==> src/rtl/ex_muldiv_unit.sv <==
// EX-stage multiply/divide unit that owns HI/LO. Multiplies commit after
// MUL_LAT cycles; divides use a restoring divider and commit DATA_W+2 cycles after start.
module ex_muldiv_unit #(
  parameter int DATA_W  = 32,
  parameter int MUL_LAT = 3
) (
  input  logic              clk,
  input  logic              rst,
  input  logic              start,
  input  logic [2:0]        op,
  input  logic [DATA_W-1:0] src1,
  input  logic [DATA_W-1:0] src2,
  input  logic              cancel,
  input  logic              hi_we,
  input  logic [DATA_W-1:0] hi_wdata,
  input  logic              lo_we,
  input  logic [DATA_W-1:0] lo_wdata,
  output logic [DATA_W-1:0] hi_o,
  output logic [DATA_W-1:0] lo_o,
  output logic              busy,
  output logic              done,
  output logic              div_zero,
  output logic              stall_req,
  output logic [1:0]        dbg_state
);

  localparam int CNT_W = $clog2(DATA_W + 2) + 1;
  localparam logic [CNT_W-1:0] MUL_LAST = CNT_W'(MUL_LAT - 1);
  localparam logic [CNT_W-1:0] DIV_ITER = CNT_W'(DATA_W);
  localparam logic [CNT_W-1:0] DIV_LAST = CNT_W'(DATA_W + 1);

  typedef enum logic [1:0] {S_IDLE = 2'd0, S_MUL = 2'd1, S_DIV = 2'd2} state_t;

  state_t              r_state, w_next;
  logic [CNT_W-1:0]    r_cnt;
  logic [2:0]          r_op;
  logic [DATA_W-1:0]   r_a, r_b;
  logic [DATA_W-1:0]   r_hi, r_lo;
  logic [DATA_W-1:0]   r_quo, r_rem, r_dvs;
  logic                r_busy, r_done, r_div_zero;

  logic                w_accept, w_commit;
  logic                w_signed, w_a_neg, w_b_neg, w_dz;
  logic [DATA_W-1:0]   w_a_abs, w_b_abs, w_q_fix, w_r_fix;
  logic [2*DATA_W-1:0] w_ea, w_eb, w_prod, w_acc, w_mul_res;
  logic [DATA_W:0]     w_sh;

  // Handshake: start is a request sampled only in IDLE; the pipeline holds
  // while stall_req is high and advances in the cycle done is asserted.

  always_ff @(posedge clk or negedge rst) begin
    if (!rst) r_state <= S_IDLE;
    else      r_state <= w_next;
  end

  always_comb begin
    w_next = r_state;
    case (r_state)
      S_IDLE: if (start && !cancel) w_next = (op[2:1] == 2'b01) ? S_DIV : S_MUL;
      S_MUL:  if (cancel || r_cnt == MUL_LAST) w_next = S_IDLE;
      S_DIV:  if (cancel || r_cnt == DIV_LAST) w_next = S_IDLE;
      default: w_next = S_IDLE;
    endcase
  end

  always_comb begin
    w_accept  = (r_state == S_IDLE) && start && !cancel;
    w_commit  = !cancel && (((r_state == S_MUL) && (r_cnt == MUL_LAST)) ||
                            ((r_state == S_DIV) && (r_cnt == DIV_LAST)));
    stall_req = (r_busy && !w_commit && !cancel) || w_accept;
  end

  // Low 2W bits of the extended-operand product equal the signed product mod 2^2W.
  assign w_signed  = ~r_op[0];
  assign w_ea      = {{DATA_W{w_signed & r_a[DATA_W-1]}}, r_a};
  assign w_eb      = {{DATA_W{w_signed & r_b[DATA_W-1]}}, r_b};
  assign w_prod    = w_ea * w_eb;
  assign w_acc     = {r_hi, r_lo};
  assign w_mul_res = !r_op[2] ? w_prod : (r_op[1] ? w_acc - w_prod : w_acc + w_prod);

  assign w_a_neg = w_signed & r_a[DATA_W-1];
  assign w_b_neg = w_signed & r_b[DATA_W-1];
  assign w_a_abs = w_a_neg ? -r_a : r_a;
  assign w_b_abs = w_b_neg ? -r_b : r_b;
  assign w_dz    = (r_b == '0);
  assign w_sh    = {r_rem, r_quo[DATA_W-1]};
  assign w_q_fix = (w_a_neg ^ w_b_neg) ? -r_quo : r_quo;
  assign w_r_fix = w_a_neg ? -r_rem : r_rem;

  always_ff @(posedge clk or negedge rst) begin
    if (!rst) begin
      r_cnt      <= '0;
      r_op       <= '0;
      r_a        <= '0;
      r_b        <= '0;
      r_hi       <= '0;
      r_lo       <= '0;
      r_quo      <= '0;
      r_rem      <= '0;
      r_dvs      <= '0;
      r_busy     <= 1'b0;
      r_done     <= 1'b0;
      r_div_zero <= 1'b0;
    end else begin
      r_busy     <= (w_next != S_IDLE);
      r_done     <= w_commit;
      r_div_zero <= w_commit && (r_state == S_DIV) && w_dz;
      case (r_state)
        S_IDLE: begin
          r_cnt <= '0;
          if (hi_we) r_hi <= hi_wdata;
          if (lo_we) r_lo <= lo_wdata;
          if (w_accept) begin
            r_op <= op;
            r_a  <= src1;
            r_b  <= src2;
          end
        end
        S_MUL: begin
          r_cnt <= r_cnt + 1'b1;
          if (w_commit) {r_hi, r_lo} <= w_mul_res;
        end
        S_DIV: begin
          r_cnt <= r_cnt + 1'b1;
          if (r_cnt == '0) begin
            r_quo <= w_a_abs;
            r_dvs <= w_b_abs;
            r_rem <= '0;
          end else if (r_cnt <= DIV_ITER) begin
            if (w_sh >= {1'b0, r_dvs}) begin
              r_rem <= DATA_W'(w_sh - {1'b0, r_dvs});
              r_quo <= {r_quo[DATA_W-2:0], 1'b1};
            end else begin
              r_rem <= w_sh[DATA_W-1:0];
              r_quo <= {r_quo[DATA_W-2:0], 1'b0};
            end
          end
          if (w_commit) begin
            r_hi <= w_dz ? r_a : w_r_fix;
            r_lo <= w_dz ? '1  : w_q_fix;
          end
        end
        default: r_cnt <= '0;
      endcase
    end
  end

  assign hi_o      = r_hi;
  assign lo_o      = r_lo;
  assign busy      = r_busy;
  assign done      = r_done;
  assign div_zero  = r_div_zero;
  assign dbg_state = r_state;

endmodule

==> config.mk <==
export PLATFORM = sky130hd
export DESIGN_NAME = ex_muldiv_unit
export DESIGN_NICKNAME = d
export VERILOG_FILES = /design/src/rtl/ex_muldiv_unit.sv
export SDC_FILE = /design/constraint.sdc
export NUM_CORES = 2
export LEC_CHECK = 0
export BUFFER_PORTS_ARGS = -buffer_cell sky130_fd_sc_hd__buf_2
export CELL_PAD_IN_SITES_DETAIL_PLACEMENT = 1
export CELL_PAD_IN_SITES_GLOBAL_PLACEMENT = 2
export CORE_MARGIN = 2
export CORE_UTILIZATION = 41
export DETAILED_ROUTE_END_ITERATION = 7
export PLACE_DENSITY = 0.83
export SYNTH_ARGS = -nofsm -noshare
export SYNTH_HDL_FRONTEND = slang
export SYNTH_SLANG_ARGS = --single-unit
==> constraint.sdc <==
create_clock -name clk -period 14.9 [get_ports clk]
set_input_delay 2.235 -clock clk [delete_from_list [all_inputs] [get_ports clk]]
set_output_delay 2.235 -clock clk [all_outputs]
set_load 0.02 [all_outputs]
# Word level (Yosys, flattened, before mapping)
# Index checks and enable logic that the tools add are counted.
[classes]
n_addsub = 8
mul = 1
magnitude_cmp = 2
n_eq_ne = 9
mux = 28
bitwise_logic = 4
reduce_logical = 28
[ops]
columns = ["operator", "n"]
rows = [
  ["32-bit 2-to-1 mux", 17],
  ["32-bit case mux with 3 select lines", 2],
  ["64-bit 2-to-1 mux", 2],
  ["32-bit negation", 4],
  ["64-bit adder", 1],
  ["33-bit by 33-bit multiplier with 64-bit output", 1],
  ["64-bit subtractor", 1],
  ["33-bit by 32-bit greater-or-equal comparator with 1-bit output", 1],
  ["32-bit logical NOT", 1],
  ["32-bit subtractor", 1],
  ["1-bit logical AND", 10],
  ["2-bit 2-to-1 mux", 4],
  ["2-bit != test (second input constant)", 4],
  ["4-bit AND reduction", 2],
  ["7-bit by 1-bit adder with 7-bit output (second input constant)", 1],
  ["7-bit by 2-bit == test with 1-bit output (second input constant)", 1],
  ["7-bit by 6-bit == test with 1-bit output (second input constant)", 1],
  ["7-bit by 6-bit less-or-equal comparator with 1-bit output (second input constant)", 1],
  ["7-bit logical NOT", 1],
  ["7-bit 2-to-1 mux", 1],
  ["2-bit case mux with 3 select lines", 1],
  ["2-bit AND reduction", 3],
  ["2-bit by 1-bit == test with 1-bit output (second input constant)", 2],
  ["1-bit logical OR", 4],
  ["other kinds (10)", 13],
]
[totals]
ff_bits = 239
input_bits = 137
output_inout_bits = 70
wordCells = 93

# Logic depth before layout (Yosys ltp)
[logic_depth]
word_depth = 8
ltp_mapped = 49
mapped_depth_nobuf = 44

# Least setup slack after synthesis
# OpenSTA, ideal clock, no wires.
[synth_path]
kind = "flip-flop to flip-flop"
from = "register r_a[31]"
to = "register r_hi[31] (netlist: hi_o[31])"
setup_ps = 142
arrival_ps = 11647
t_required_ps = 14758
slack_ps = 3111
path_stages_with_launch = 48
n_path_buf = 8
period_less_slack_ps = 11789
path_cell_list = "dfrtp_1 -> clkbuf_1 -> nor2b_1 -> clkbuf_1 -> clkbuf_1 -> clkbuf_1 -> clkbuf_1 -> nand2_1 -> inv_1 -> fa_1 -> fa_1 -> fa_1 -> inv_1 -> fa_1 -> inv_1 -> fa_1 -> fa_1 -> inv_1 -> [... 12 more ...] -> nor4_2 -> nand4b_1 -> nor2_1 -> nor2_1 -> xnor2_1 -> ha_1 -> clkbuf_1 -> and3_1 -> nand3_1 -> a211o_1 -> nand2_1 -> o21ai_0 -> o21ai_0 -> nand4_1 -> a41oi_1 -> xor3_1 -> xnor2_1 -> o221ai_1"
[synth_via]
elab_chain_cells = 7
word_cells_on_any_way = 11
classes_between = "2 x add/sub; 1 x mul; 7 x mux; 1 x bitwise"
[synth_lines]
columns = ["element", "line", "source"]
rows = [
  ["start, declared", "37", "logic [DATA_W-1:0] r_a, r_b;"],
  ["start signal, assigned", "115", "r_a <= src1;"],
  ["1-bit bitwise AND", "75, 81", ""],
  ["33-bit by 33-bit multiplier with 64-bit output", "77", "assign w_prod = w_ea * w_eb;"],
  ["64-bit adder or 64-bit subtractor (tied branches)", "79", "assign w_mul_res = !r_op[2] ? w_prod : (r_op[1] ? w_acc - w_prod : w_acc + w_prod);"],
  ["64-bit 2-to-1 mux (2 in series)", "79", ""],
  ["32-bit 2-to-1 mux", "121", "if (w_commit) {r_hi, r_lo} <= w_mul_res;"],
  ["32-bit case mux with 3 select lines *", "108", "case (r_state)"],
  ["end signal, assigned", "111", "if (hi_we) r_hi <= hi_wdata;"],
  ["end signal, assigned", "121", ""],
  ["end signal, assigned", "139", "r_hi <= w_dz ? r_a : w_r_fix;"],
  ["end, declared", "38", "logic [DATA_W-1:0] r_hi, r_lo;"],
]
# Mark *: on every way between the ends. The rest lies on a longest branch, timed or not. The select of a mux whose other input is x is not followed.
# A chain may end at the register's enable or synchronous reset.

# Final worst setup path
[layout_path]
from = "register r_a[8]"
to = "register r_hi[27] (netlist: hi_o[27])"
[layout_via]
elab_chain_cells = 6
word_cells_on_any_way = 7
classes_between = "2 x add/sub; 1 x mul; 4 x mux"
[layout_lines]
columns = ["element", "line"]
rows = [
  ["33-bit by 33-bit multiplier with 64-bit output *", "77"],
  ["64-bit adder or 64-bit subtractor (tied branches)", "79"],
  ["64-bit 2-to-1 mux", "79"],
  ["64-bit 2-to-1 mux *", "79"],
  ["32-bit 2-to-1 mux *", "121"],
  ["32-bit case mux with 3 select lines *", "108"],
]
# Marked as above.

==> impl_metrics.toml <==
[finish]
final_nets = 8428
fin_area_sq_um = 63300
drive_above_1_share_pct = 7.60
fillers = 17000
multi_input_area_sq_um = 47400
syn_to_final_growth_pct = 6.52
regArea_sq_um = 5990

[global_routing]
grt_pass1_vias = 54500
grt-ovfl-total = 0
grt_pass1_wl_mm = 339
grt_max_degree = 92
grt_use_total_pct = 30.1
antenna_found_initial = 11

[setup_path]
timing.rr.start = "r_a[8]"
start_kind = "flip-flop"
end_kind = "flip-flop"
critical_path_arrival_ps = 14490
required_ps = 15450
critPathMaxStageDelay_ps = 1170
critPathMostFrequentCell = "fa_1"
cp_slowest_cell = "dfrtp_1"
r2r-end = "hi_o[27]"
reg2reg_slack_ps = 960
cp_max_fo = 21
crit_path_end = "hi_o[27]"
reg2reg_depth = 42
path_class = "flip-flop to flip-flop"
startpoint = "r_a[8]"

[synth]
ys_types = 98
synth_top_family_by_area = "adder cells"
synth-xor-area-share_pct = 4.90
synth.yosys.seq_area_share_pct = 10.1
synthAdderAreaFrac_pct = 44.7
syn_area_sq_um = 59500
synthesis.instances = 6921
synth_compound_area_share_pct = 11.7
syn_nets = 8506
synth_mux_area_share_pct = 1.71
synth_edf_count = 0
async_flop_share_pct = 100
ys_ff_latch = 239
synthSimpleGateAreaFrac_pct = 16.6
synth_warnings = 0
yosys_most_used_dff = "dfrtp_1"
syn_avg_cell_area_sq_um = 8.59

[placed_design]
port_buffers = 206
place_area_sq_um = 62100
gp_congestion = 0.944
dp_hpwl_mm = 178

[clocking]
cts_buffer_depth = 3
cts_root_buffer = "clkbuf_16"
cts_hold_buf = 0
path_clk_slew_ps = 60
clock_sinks = 239
clk_latency_ps = 660
cts_setup_buffers = 0
cts_resized = 0
cts_made_buffers = 31
ctsHtreeMaxLevel = 1
cts_tree = "done"

[floorplanning]
die_h_um = 385
fp.coreArea_sq_um = 144000
start_util_pct = 41.3
die_x_um = 385
rows = 139
num_io_pins = 207
die_area_sq_um = 148000

[outcome]
status = "finished clean"

[sta]
worst_slew_pin_slew_ps = 1410
relSlewSlack_pct = 4.60
whs_ps = 488
final-max-slew-violation-count = 0
fin_setup_tns_ps = 0
rsz0062_at_grt = "no"
setup_viol = 0
skew_ps = 25.8
max_freq_ghz = 0.0717
finalCriticalPeriod_ps = 13940
finalHoldViolations = 0
min_period_over_period_pct = 93.6

[min_path]
hold_start = "r_dvs[22]"
hp-class = "flip-flop to flip-flop"

[drt]
via_per_inst = 5.62
avgRoutedWirePerCell_um = 25.0
drt_iter0_markers = 3373
dr.pass1.iters = 5
drt_wl_total_mm = 220
ant_nets = 0
num_vias = 49300
drc_errors = 0

[flow_run]
drv_cap = 0
cell usage in the layout (no fill, tap or decap), types with 23 or more instances in the layout:
cell,count
a21o_1,87
a21oi_1,308
a221o_1,23
a31oi_1,42
and2_1,391
and3_1,28
buf_2,205
buf_4,114
clkbuf_16,31
dfrtp_1,233
fa_1,1127
ha_1,318
inv_1,1189
mux2_2,76
nand2_1,1040
nand2b_1,50
nand3_1,59
nand4_1,34
nor2_1,248
nor2b_1,27
nor3_1,75
nor4_1,24
o211ai_1,41
o21a_1,23
o21ai_0,301
o21ai_1,28
o21bai_1,26
o31ai_1,30
or3_1,33
xnor2_1,190
xor2_1,138
cells in the mapped netlist (12+ instances only):
cell type,instances,area (sq um)
a31oi_1,42,263
a21oi_1,308,1540
a21o_1,87,653
mux2_2,76,856
and2_1,391,2450
xnor2_1,190,1660
buf_1,74,278
o211ai_1,41,308
o22ai_1,12,75.1
nand2b_1,50,313
nor3_1,75,375
a22o_1,20,175
a211oi_1,17,128
fa_1,1127,22600
o21ai_1,29,145
or3_1,34,213
clkbuf_1,333,1250
dfrtp_1,239,5980
inv_1,1189,4460
o21ai_0,302,1510
ha_1,321,4020
o21bai_1,26,195
o31ai_1,30,225
nand4_1,34,213
and3_1,28,175
o21a_1,23,173
o41ai_1,14,123
a221o_1,23,230
nor2b_1,29,181
nor4_1,25,156
nand2_1,1041,3910
buf_2,16,80.1
nand3_1,59,295
mux2i_1,16,160
xor2_1,138,1210
nor2_1,249,935
area by class of cell:
cell class	count	area share, %
Timing Repair Buffer	320	2.99
Tap cell	1903	3.76
Antenna cell	8	0.0316
Multi-Input combinational cell	5060	74.8
Clock inverter	18	0.480
Inverter	1191	7.06
Clock buffer	40	1.37
Sequential cell	239	9.45
critical path, delay by kind of cell, from the launching register on:
family          cells  cell delay, ps
fa+ha+maj          10            4980
buf+inv             6             700
xor+xnor            3             960
mux                 1             290
flops               1            1170
simple gates        7            1820
compound gates     15            3890
how the worst min path moves through the flow:
stage | cells after the start | endpoint
2_1_floorplan | 2 | r_dvs[15]
3_3_place_gp | 2 | r_dvs[30]
3_5_place_dp | 2 | r_dvs[28]
4_1_cts | 2 | r_dvs[28]
5_1_grt | 2 | r_dvs[22]
6_report | 2 | r_dvs[22]
stage by stage:
stage                     cells  worst slack, ps  utilization [%]
after floorplan            6921             3110                -
after global placement     8713             1380             43.2
after detailed placement   8713             1330             43.2
after CTS                  8771             1230             44.0
after global routing       8772              510             44.0
final                      8779              959             44.0
metal layers:
layer | global-route usage, % | share of wire [%] | vias up
met2 | 51.4 | 48 | 1409
met1 | 40.5 | 43 | 26100
met5 | 0 | 0.0032 | -
li1 | - | - | 21500
met3 | 2.19 | 4.6 | 332
met4 | 10.3 | 4.0 | 2
flip-flops by register name, summed over array words and instances, names as in the netlist:
signal	flops
r_dvs	32
hi_o	32
r_a	32
dbg_state	2
busy	1
r_rem	32
r_b	32
r_quo	32
r_cnt	7
done	1
div_zero	1
r_op	3
lo_o	32
cell families after synthesis:
family / after synthesis
simple gates: 2085
buf+inv: 1622
fa+ha+maj: 1448
compound gates: 1105
xor+xnor: 330
flops: 239
mux: 92
Power is left out: the tool's default activity adds up to more than one toggle a clock period on the data nets, which glitch-free logic cannot reach.
